$ cat src/rtl/lianliankan_defs.sv
// Shared definitions for the lianliankan board: timing defaults, button
// indices and the auto-repeat FSM state encoding.
package lianliankan_defs;

  localparam int unsigned DEF_DEBOUNCE_CYCLES = 1_000_000;
  localparam int unsigned DEF_REPEAT_DELAY    = 40_000_000;
  localparam int unsigned DEF_REPEAT_RATE     = 15_000_000;
  localparam int unsigned DEF_CNT_W           = 26;

  localparam int unsigned IDX_UP    = 0;
  localparam int unsigned IDX_DOWN  = 1;
  localparam int unsigned IDX_LEFT  = 2;
  localparam int unsigned IDX_RIGHT = 3;
  localparam int unsigned IDX_SEL   = 4;

  localparam int unsigned NUM_DIR = 4;
  localparam int unsigned NUM_BTN = 5;

  typedef enum logic [1:0] {
    StIdle,
    StHold,
    StRepeat
  } rpt_state_e;

  // True when two or more bits are set.
  function automatic logic multi_hot(input logic [NUM_DIR-1:0] v);
    return (v & (v - NUM_DIR'(1))) != '0;
  endfunction

endpackage

$ cat src/rtl/btn_debounce.sv
// Two-FF synchroniser plus debounce counter for one raw button; tracks the
// accepted level and whether a released state has been confirmed.
module btn_debounce
  import lianliankan_defs::*;
#(
  parameter int unsigned DEBOUNCE_CYCLES = DEF_DEBOUNCE_CYCLES,
  parameter int unsigned CNT_W           = DEF_CNT_W
) (
  input  logic clk,
  input  logic rst,
  input  logic i_btn,
  output logic o_stable,
  output logic o_armed
);

  localparam logic [CNT_W-1:0] Target = CNT_W'(DEBOUNCE_CYCLES);

  logic             r_sync1;
  logic             r_sync2;
  logic             r_last;
  logic             r_stable;
  logic             r_armed;
  logic [CNT_W-1:0] r_cnt;

  logic             w_diff;
  logic             w_arming;
  logic [CNT_W-1:0] w_run;
  logic [CNT_W-1:0] w_cnt_inc;

  // The counter also confirms a low level after reset before arming, so a
  // button held through reset cannot fire; a sample change restarts the run.
  always_comb begin
    w_diff    = r_sync2 != r_stable;
    w_arming  = !r_armed && !r_stable && !r_sync2;
    w_run     = (r_sync2 == r_last) ? r_cnt : '0;
    w_cnt_inc = (w_run == '1) ? w_run : w_run + CNT_W'(1);
  end

  always_ff @(posedge clk) begin
    if (!rst) begin
      r_sync1  <= 1'b0;
      r_sync2  <= 1'b0;
      r_last   <= 1'b0;
      r_stable <= 1'b0;
      r_armed  <= 1'b0;
      r_cnt    <= '0;
    end else begin
      r_sync1 <= i_btn;
      r_sync2 <= r_sync1;
      r_last  <= r_sync2;
      if (w_diff || w_arming) begin
        if (w_cnt_inc >= Target) begin
          r_cnt <= '0;
          if (w_diff) begin
            r_stable <= r_sync2;
            if (!r_sync2) r_armed <= 1'b1;
          end else begin
            r_armed <= 1'b1;
          end
        end else begin
          r_cnt <= w_cnt_inc;
        end
      end else begin
        r_cnt <= '0;
      end
    end
  end

  assign o_stable = r_stable;
  assign o_armed  = r_armed;

endmodule

$ cat src/rtl/btn_conditioner.sv
// Button front end: debounces five buttons, turns presses into one-cycle
// pulses, auto-repeats held directions and suppresses conflicting directions.
module btn_conditioner
  import lianliankan_defs::*;
#(
  parameter int unsigned DEBOUNCE_CYCLES = DEF_DEBOUNCE_CYCLES,
  parameter int unsigned REPEAT_DELAY    = DEF_REPEAT_DELAY,
  parameter int unsigned REPEAT_RATE     = DEF_REPEAT_RATE,
  parameter int unsigned CNT_W           = DEF_CNT_W
) (
  input  logic clk,
  input  logic rst,
  input  logic btn_up,
  input  logic btn_down,
  input  logic btn_left,
  input  logic btn_right,
  input  logic btn_s,
  output logic up,
  output logic down,
  output logic left,
  output logic right,
  output logic s
);

  localparam logic [CNT_W-1:0] RptDelay = CNT_W'(REPEAT_DELAY);
  localparam logic [CNT_W-1:0] RptRate  = CNT_W'(REPEAT_RATE);

  logic [NUM_BTN-1:0] w_raw;
  logic [NUM_BTN-1:0] w_stable;
  logic [NUM_BTN-1:0] w_armed;
  logic [NUM_BTN-1:0] w_rise;
  logic [NUM_BTN-1:0] r_stable_prev;
  logic [NUM_BTN-1:0] r_pulse;
  logic [NUM_BTN-1:0] w_pulse_d;
  logic [NUM_DIR-1:0] w_fire;
  logic               w_conflict;

  rpt_state_e       r_state     [NUM_DIR];
  rpt_state_e       w_state_d   [NUM_DIR];
  logic [CNT_W-1:0] r_rpt_cnt   [NUM_DIR];
  logic [CNT_W-1:0] w_rpt_cnt_d [NUM_DIR];

  assign w_raw = {btn_s, btn_right, btn_left, btn_down, btn_up};

  for (genvar g = 0; g < NUM_BTN; g++) begin : g_btn
    btn_debounce #(
      .DEBOUNCE_CYCLES(DEBOUNCE_CYCLES),
      .CNT_W          (CNT_W)
    ) u_debounce (
      .clk     (clk),
      .rst     (rst),
      .i_btn   (w_raw[g]),
      .o_stable(w_stable[g]),
      .o_armed (w_armed[g])
    );
  end

  always_comb begin
    w_rise     = w_stable & ~r_stable_prev & w_armed;
    w_conflict = multi_hot(w_stable[NUM_DIR-1:0]);
    w_fire     = '0;
    for (int i = 0; i < NUM_DIR; i++) begin
      w_state_d[i]   = r_state[i];
      w_rpt_cnt_d[i] = r_rpt_cnt[i];
      case (r_state[i])
        StIdle: begin
          if (w_rise[i]) begin
            w_fire[i]      = 1'b1;
            w_rpt_cnt_d[i] = RptDelay;
            w_state_d[i]   = StHold;
          end
        end
        StHold, StRepeat: begin
          if (!w_stable[i]) begin
            w_rpt_cnt_d[i] = '0;
            w_state_d[i]   = StIdle;
          end else if (r_rpt_cnt[i] <= CNT_W'(1)) begin
            // Decrementing would reach zero on this edge.
            w_fire[i]      = 1'b1;
            w_rpt_cnt_d[i] = RptRate;
            w_state_d[i]   = StRepeat;
          end else begin
            w_rpt_cnt_d[i] = r_rpt_cnt[i] - CNT_W'(1);
          end
        end
        default: begin
          w_rpt_cnt_d[i] = '0;
          w_state_d[i]   = StIdle;
        end
      endcase
    end
    w_pulse_d = {w_rise[IDX_SEL], w_fire & {NUM_DIR{~w_conflict}}};
  end

  always_ff @(posedge clk) begin
    if (!rst) begin
      r_stable_prev <= '0;
      r_pulse       <= '0;
      for (int i = 0; i < NUM_DIR; i++) begin
        r_state[i]   <= StIdle;
        r_rpt_cnt[i] <= '0;
      end
    end else begin
      r_stable_prev <= w_stable;
      r_pulse       <= w_pulse_d;
      for (int i = 0; i < NUM_DIR; i++) begin
        r_state[i]   <= w_state_d[i];
        r_rpt_cnt[i] <= w_rpt_cnt_d[i];
      end
    end
  end

  assign up    = r_pulse[IDX_UP];
  assign down  = r_pulse[IDX_DOWN];
  assign left  = r_pulse[IDX_LEFT];
  assign right = r_pulse[IDX_RIGHT];
  assign s     = r_pulse[IDX_SEL];

endmodule

$ cat config.mk
export PLATFORM = sky130hd
export DESIGN_NAME = btn_conditioner
export DESIGN_NICKNAME = d
export VERILOG_FILES = /design/src/rtl/lianliankan_defs.sv /design/src/rtl/btn_debounce.sv /design/src/rtl/btn_conditioner.sv
export SDC_FILE = /design/constraint.sdc
export NUM_CORES = 1
export LEC_CHECK = 0
export ABC_AREA = 1
export BUFFER_PORTS_ARGS = -buffer_cell sky130_fd_sc_hd__buf_4
export CAP_MARGIN = 30
export CORE_MARGIN = 2
export CORE_UTILIZATION = 35
export DETAILED_ROUTE_END_ITERATION = 16
export PLACE_DENSITY_LB_ADDON = 0.2
export SYNTH_ARGS = -nofsm -noshare
export SYNTH_HDL_FRONTEND = slang
export SYNTH_SLANG_ARGS = --single-unit
$ cat constraint.sdc
create_clock -name clk -period 3.9 [get_ports clk]
set_input_delay 0.585 -clock clk [delete_from_list [all_inputs] [get_ports clk]]
set_output_delay 0.585 -clock clk [all_outputs]
set_load 0.05 [all_outputs]
==> flow_summary.json, run 1 <==
{
  "drt-initial-drc-count": 1123,
  "syn_area_mm2": 0.0176,
  "worstSetupEndpointType": "flop",
  "critPathKind": "reg -> reg",
  "mostFrequentLayoutCells": "nand2_1 (731), nor2_1 (520), inv_1 (380)",
  "final_area_mm2": 0.0197,
  "placement.cell_area_mm2": 0.0184,
  "dpl.cell_count": 3521,
  "start_util_pct": 35.3,
  "design.die.area_mm2": 0.0522,
  "setup-violations-final": 0,
  "die-width_um": 228,
  "worst_ep_required_time_ns": 4.36,
  "cellPowerDensity_mw_per_mm2": 574,
  "antenna_cells_inserted": 0,
  "grt_max_degree": 42,
  "synth-warning-count": 0,
  "rr_startpoint": "g_btn[4].u_debounce.r_sync2",
  "number_of_vias_after_detailed_routing": 17200,
  "hold_viol_final": 0,
  "max_h_tree_level": 2,
  "drc": 0,
  "outcome": "completed",
  "cp_slowest_stage_delay_ns": 0.53,
  "hpwl_dp_mm": 34.2,
  "core_area_mm2": 0.0500,
  "antenna_viol_nets_final": 0,
  "layout.cells.most_common": "nand2_1",
  "synth_top_flop_cell": "dfxtp_1",
  "worst_ir_drop_on_vdd_uv": 281,
  "start_point_of_the_worst_hold_path": "btn_left",
  "path_max_fanout": 20,
  "synth.ff_latch_count": 277,
  "timing_max_transition_violations_final": 0,
  "synth_sequential_area_ratio_pct": 31.5,
  "placementRows": 82,
  "crit_slowest_cell": "nand4_2",
  "total_power_w": 0.0113,
  "post-route-worst-setup-slack_ns": 0.374,
  "overflow": 0,
  "gp_congestion": 0.900,
  "drt_pre_antenna_iters": 5,
  "pin_count": 12,
  "startpoint_type": "flop",
  "r2r_setup_slack_ns": 0.37,
  "layout-drive-gt1-share_pct": 8.01,
  "cts_made_buffers": 35,
  "die-height_um": 228,
  "area.growth.synth_to_final_pct": 11.8,
  "cpMostUsedCell": "nand2_1",
  "synthesis.instances": 2847,
  "place_worst_setup_slack_ns": 0.295,
  "clk_path_buf_depth": 3,
  "final_cell_count_no_fill": 3581,
  "arrival_time_of_data_at_the_critical_path_endpoint_ns": 3.98,
  "postSynth.asyncResetShare_pct": 0,
  "timing.setup.tns_ns": 0,
  "clk_pin_slew_ns": 0.06,
  "viasPerCell": 4.81,
  "portBuffers": 11,
  "cts_setup_buffers": 0,
  "number_of_flops_mapped_to_enable_cells_by_yosys": 0,
  "ys_types": 55,
  "post_drt_wl_per_cell_um": 13.0,
  "tritoncts": "built",
  "power_leakage_nw": 8.76,
  "grt_use_total_pct": 17.9,
  "route.final.wire_length_mm": 46.7,
  "max_clk_rate_mhz": 284,
  "finalCriticalPeriod_ns": 3.53,
  "cts.sink_count": 277,
  "grt_first_pass_wirelength_mm": 79.2,
  "clock_latency_ns": 0.54,
  "hp-class": "in -> reg",
  "max-cap-violations": 0,
  "final_net_count": 2919,
  "antenna_found_initial": 0,
  "grt_pass1_vias": 16500,
  "post-route-period-util_pct": 90.4,
  "slew-limit-headroom_pct": 31.1,
  "grt_setup_unrepaired": "no",
  "cp_startpoint": "g_btn[4].u_debounce.r_sync2",
  "clockRootBuffer": "clkbuf_16",
  "synth_area_per_cell_um2": 6.19,
  "hold_buffers": 0,
  "cells_traversed_along_the_worst_timing_path": "nand2_1 -> nand2_1 -> nand2_1 -> inv_1 -> ha_1 -> nand2_1 -> nand3b_1 -> inv_1 -> nand3_2 -> nor2_2 -> nand2_1 -> inv_2 -> nor2_1 -> nand2_1 -> nor2_1 -> nand3_1 -> nand4_2 -> a21oi_2",
  "timing_worst_slew_pin_value_ns": 1.03,
  "final.setup_skew_ns": 0.0192
}
[worst max-delay path, delay by kind of cell, from the launching register on]
kind	cells	cell delay (ns)
buffers and inverters	3	0.59
flip-flops	1	0.39
AND/OR/NAND/NOR	13	1.97
adder cells (fa/ha/maj)	1	0.20
AO/OA/AOI/OAI	1	0.30
[final timing paths]
kind / endpoint / cells after the start
worst min-delay path: g_btn[2].u_debounce.r_sync1 / 3
worst max-delay path: g_btn[4].u_debounce.r_cnt[18] / 18
worst min register to register: g_btn[4].u_debounce.r_sync2 / 2
worst max register to register: g_btn[4].u_debounce.r_cnt[18] / 18
[metal layers]
layer,vias to the layer above,wire [µm],track usage [%]
met1,7739,22700,24.4
met2,355,20600,29.3
met4,0,1200,6.11
met3,78,2120,2.27
li1,9055,-,-
met5,-,0,0
[cell usage after synthesis (5+ instances only)]
| cell | number | area share, % |
|---|---|---|
| nor2_1 | 520 | 11 |
| buf_4 | 18 | 0.77 |
| a21oi_2 | 36 | 1.8 |
| a211oi_1 | 5 | 0.21 |
| ha_1 | 26 | 1.8 |
| and2_1 | 10 | 0.36 |
| inv_1 | 381 | 8.1 |
| nand3_1 | 252 | 7.2 |
| buf_6 | 10 | 0.64 |
| inv_2 | 20 | 0.43 |
| nand3b_1 | 13 | 0.55 |
| nand4_1 | 58 | 2.1 |
| nor4_1 | 17 | 0.60 |
| clkbuf_1 | 25 | 0.53 |
| a31oi_1 | 31 | 1.1 |
| nand2_1 | 731 | 16 |
| nor3_1 | 33 | 0.94 |
| dfxtp_1 | 277 | 31 |
| nand3_2 | 7 | 0.40 |
| o211ai_1 | 6 | 0.26 |
| nand2_2 | 13 | 0.46 |
| xor2_1 | 63 | 3.1 |
| nor2_2 | 34 | 1.2 |
| or2_2 | 10 | 0.36 |
| nor3_2 | 5 | 0.28 |
| xnor2_1 | 27 | 1.3 |
| buf_2 | 11 | 0.31 |
| o21ai_0 | 64 | 1.8 |
| a21oi_1 | 91 | 2.6 |
| o22ai_1 | 5 | 0.18 |
[repair_timing]
item                                    in CTS  in global routing
endpoints found under the hold margin        0                  0
resized for setup                            0                  2
endpoints found under the setup margin       0                 40
[area by class of cell]
type                            instances  area (µm²)
Fill cell                            5390       30300
Timing Repair Buffer                   40         297
Sequential cell                       277        5550
Clock inverter                         13         224
Inverter                              403        1510
Multi-Input combinational cell       2129       10300
Tap cell                              672         841
Clock buffer                           47        1020
[flip-flops by register name (all words and copies together) (netlist names)]
| name | cells |
|---|---|
| r_state | 8 |
| r_rpt_cnt | 104 |
| g_btn.u_debounce.r_last | 5 |
| r_stable_prev | 5 |
| g_btn.u_debounce.o_armed | 5 |
| g_btn.u_debounce.o_stable | 5 |
| r_pulse | 5 |
| g_btn.u_debounce.r_sync1 | 5 |
| g_btn.u_debounce.r_sync2 | 5 |
| g_btn.u_debounce.r_cnt | 130 |
[kinds of logic (layout without fill, tap and decap cells)]
kind of cell	Yosys count	count (layout)	synth area share, %
other	1	30	0.0213
buffers and inverters	470	503	11.1
AOI/OAI and AO/OA	263	263	9.09
xor gates and xnor gates	90	90	4.47
and+or+nand+nor	1720	1720	42.0
DFF	277	277	31.5
adders and majority gates	26	26	1.85
[power breakdown]
group          total [W]  leakage, nW  internal, W  switching (W)
Clock            0.00354        0.609      0.00223        0.00130
Combinational    0.00438         5.90      0.00148        0.00290
Sequential       0.00339         2.25      0.00312       0.000278
[metrics by stage]
stage                     hold WS [ns]  util [%]
after global placement           0.410      36.9
final                            0.231      39.4
after floorplan                  0.375         -
after global routing             0.228      39.4
after detailed placement         0.406      36.9
after CTS                        0.195      39.4
Power figures use the tool's default switching activity.
==> inputs of run 2 (changes only) <==
Settings changed: ABC_AREA 1 to default, CTS_BUF_LIST from default to sky130_fd_sc_hd__clkbuf_2.
==> flow_summary.json, run 2 <==
{
  "final_net_count": 2030,
  "antenna_found_initial": 1,
  "startpoint_type": "flop",
  "synth.area.top_cells": "dfxtp_1 (37%), nor2_1 (6.1%), a21oi_1 (4.4%)",
  "layout-drive-gt1-share_pct": 12.8,
  "synth_area_per_cell_um2": 7.91,
  "post_drt_wl_per_cell_um": 14.4,
  "overflow": 0,
  "drc": 0,
  "cts.sink_count": 277,
  "hpwl_dp_mm": 25.0,
  "drt-initial-drc-count": 746,
  "viasPerCell": 5.37,
  "power_frac_seq_pct": 42.4,
  "internal_power_w": 0.00460,
  "worstSetupEndpointType": "flop",
  "grt_max_degree": 47,
  "max_clk_rate_mhz": 279,
  "synthesis.instances": 1906,
  "route.final.wire_length_mm": 37.4,
  "total_power_w": 0.00722,
  "worst-path-buf-inv": 1,
  "postSynth.asyncResetShare_pct": 0,
  "synth_top_cell_area_share_pct": 36.8,
  "switching_share_pct": 36.4,
  "arrival_time_of_data_at_the_critical_path_endpoint_ns": 4.43,
  "pin_count": 12,
  "ys_types": 91,
  "final_area_mm2": 0.0168,
  "cp_slowest_stage_delay_ns": 0.38,
  "hp-class": "in -> reg",
  "combinationalPowerShare_pct": 26.6,
  "slew-limit-headroom_pct": 32.7,
  "final.setup_skew_ns": 0.0717,
  "power_leakage_nw": 6.12,
  "gp_congestion": 0.838,
  "number_of_vias_after_detailed_routing": 13900,
  "grt_pass1_vias": 13200,
  "core_area_mm2": 0.0428,
  "cts_made_buffers": 82,
  "placementRows": 76,
  "outcome": "completed",
  "biggestRegsByFlops": "g_btn.u_debounce.r_cnt: 130 flops, r_rpt_cnt: 104 flops, r_state: 8 flops",
  "post-route-period-util_pct": 91.9,
  "clk_path_buf_depth": 3,
  "worst_ir_drop_on_vdd_uv": 324,
  "antenna_viol_nets_final": 0,
  "synth-warning-count": 0,
  "worst_ep_required_time_ns": 4.75,
  "critPathKind": "reg -> reg",
  "area.growth.synth_to_final_pct": 11.6,
  "synth_top_flop_cell": "dfxtp_1",
  "synthDominantAreaCellType": "dfxtp_1",
  "hold_viol_final": 0,
  "synth_common_cells": "dfxtp_1 (277), nor2_1 (243), nand2_1 (168), a21oi_1 (134), nor3_1 (110)",
  "syn_area_mm2": 0.0151,
  "path_max_fanout": 8,
  "design.die.area_mm2": 0.0447,
  "synth.ff_latch_count": 277,
  "max-cap-violations": 0,
  "power_frac_clock_pct": 31.1,
  "synth_sequential_area_ratio_pct": 36.8,
  "grt_setup_unrepaired": "no",
  "worst_path_dominant_cell_family": "simple AND/OR/NAND/NOR gates",
  "regMostFlops": "g_btn.u_debounce.r_cnt",
  "placement.cell_area_mm2": 0.0160,
  "clk_pin_slew_ns": 0.08,
  "timing_max_transition_violations_final": 0,
  "die-height_um": 212,
  "crit_slowest_cell": "dfxtp_1",
  "timing_worst_slew_pin_value_ns": 1.00,
  "power.net_switching_w": 0.00263,
  "clock_latency_ns": 0.97,
  "clockRootBuffer": "clkbuf_2",
  "drt_pre_antenna_iters": 5,
  "largest_reg_flops": 130,
  "grt_use_total_pct": 16.9,
  "setup-violations-final": 0,
  "mostFrequentLayoutCells": "dfxtp_1 (276), nor2_1 (243), nand2_1 (168)",
  "portBuffers": 11,
  "number_of_flops_mapped_to_enable_cells_by_yosys": 0,
  "max_h_tree_level": 3,
  "start_util_pct": 35.2,
  "layout.cells.most_common": "dfxtp_1",
  "timing.setup.tns_ns": 0,
  "tritoncts": "built",
  "n_fill_cell": 4469,
  "finalCriticalPeriod_ns": 3.58,
  "cellPowerDensity_mw_per_mm2": 429,
  "grt_first_pass_wirelength_mm": 63.6,
  "die-width_um": 212,
  "yosysMostFrequentCell": "dfxtp_1",
  "final_util_pct": 39.3,
  "cells_traversed_along_the_worst_timing_path": "xnor2_2 -> and2_1 -> ha_1 -> and4_1 -> and3_1 -> nand4_1 -> buf_4 -> o311ai_0 -> o21bai_1 -> nor4_1 -> mux2i_1 -> a21oi_1 -> mux2_2",
  "finalHoldWorstSlack_ns": 0.389
}
## run 2: cell count changes in the layout (fill, tap and decap cells not counted), sizes merged, moves of 23 or more
cell and delta:
nand2 -578, inv -351, nor2 -315, nand3 -182
nor3 +84, clkbuf +65, nor4 +42, and2 +35
and3 +27, or3 +27, xnor2 +27, buf +23
## run 2: timing repair
action                                  CTS  global route
resized for setup                         0             7
setup buffers                             0             3
hold buffers                              7             0
hold endpoints to repair                 16             0
endpoints found under the setup margin    0            39
## run 2: worst paths after layout
path	start	to	slack (ns)	depth (start not counted)
max	g_btn[1].u_debounce.r_sync2	g_btn[1].u_debounce.o_stable	0.32	13
max reg2reg	g_btn[1].u_debounce.r_sync2	g_btn[1].u_debounce.o_stable	0.32	13
min	btn_left	g_btn[2].u_debounce.r_sync1	0.39	3
min reg2reg	r_stable_prev[4]	r_pulse[4]	0.41	1
## run 2: layout make-up
type | count | area [µm²] | area share [%]
clock inverter | 24 | 173 | 1.03
antenna | 1 | 2.50 | 0.0149
sequential | 277 | 5550 | 33.0
timing repair buffer | 70 | 556 | 3.30
clock buffer | 112 | 561 | 3.33
multi-input combinational | 1519 | 9130 | 54.3
inverter | 47 | 176 | 1.05
tap | 546 | 683 | 4.06
## run 2: power groups by stage
stage	logic, W	clock network [W]	registers, W
global placement	0.00188	0	0.00312
global route	0.00217	0.00254	0.00308
CTS	0.00192	0.00238	0.00306
detailed placement	0.00190	0	0.00312
finish	0.00192	0.00224	0.00306
floorplan	0.00145	0	0.00309
## run 2: metrics by stage
stage | std cells | worst slack (ns)
2_1_floorplan | 1935 | 0.0500
3_3_place_gp | 2449 | 0.228
3_5_place_dp | 2449 | 0.104
4_1_cts | 2592 | 0.119
5_1_grt | 2596 | 0.0127
6_report | 2596 | 0.316
## run 2: routing by layer
| metal | vias up | share of wire, % | GRT usage [%] | routed length (µm) |
|---|---|---|---|---|
| met5 | - | 0 | 0 | 0 |
| met4 | 0 | 2.2 | 6.75 | 804 |
| met3 | 64 | 4.5 | 3.46 | 1680 |
| met2 | 278 | 46 | 27.3 | 17000 |
| met1 | 6489 | 48 | 22.0 | 17900 |
| li1 | 7107 | - | - | - |
## run 2: worst reg2reg max path, delay by kind of cell, from the launching register on
family,cells,cell delay (ns)
xor+xnor,1,0.27
simple gates,5,1.43
buf+inv,1,0.26
compound gates,3,0.42
mux,2,0.52
fa+ha+maj,1,0.19
flops,1,0.38
## run 2: kinds of logic after synthesis
group	after synthesis	share of synthesized area (%)
other	1	0.0249
flip-flops	277	36.8
AND/OR/NAND/NOR	941	32.6
buffers and inverters	139	3.66
multiplexers	18	1.25
AO/OA/AOI/OAI	397	17.1
adder cells (fa/ha/maj)	26	2.16
XOR/XNOR	107	6.47
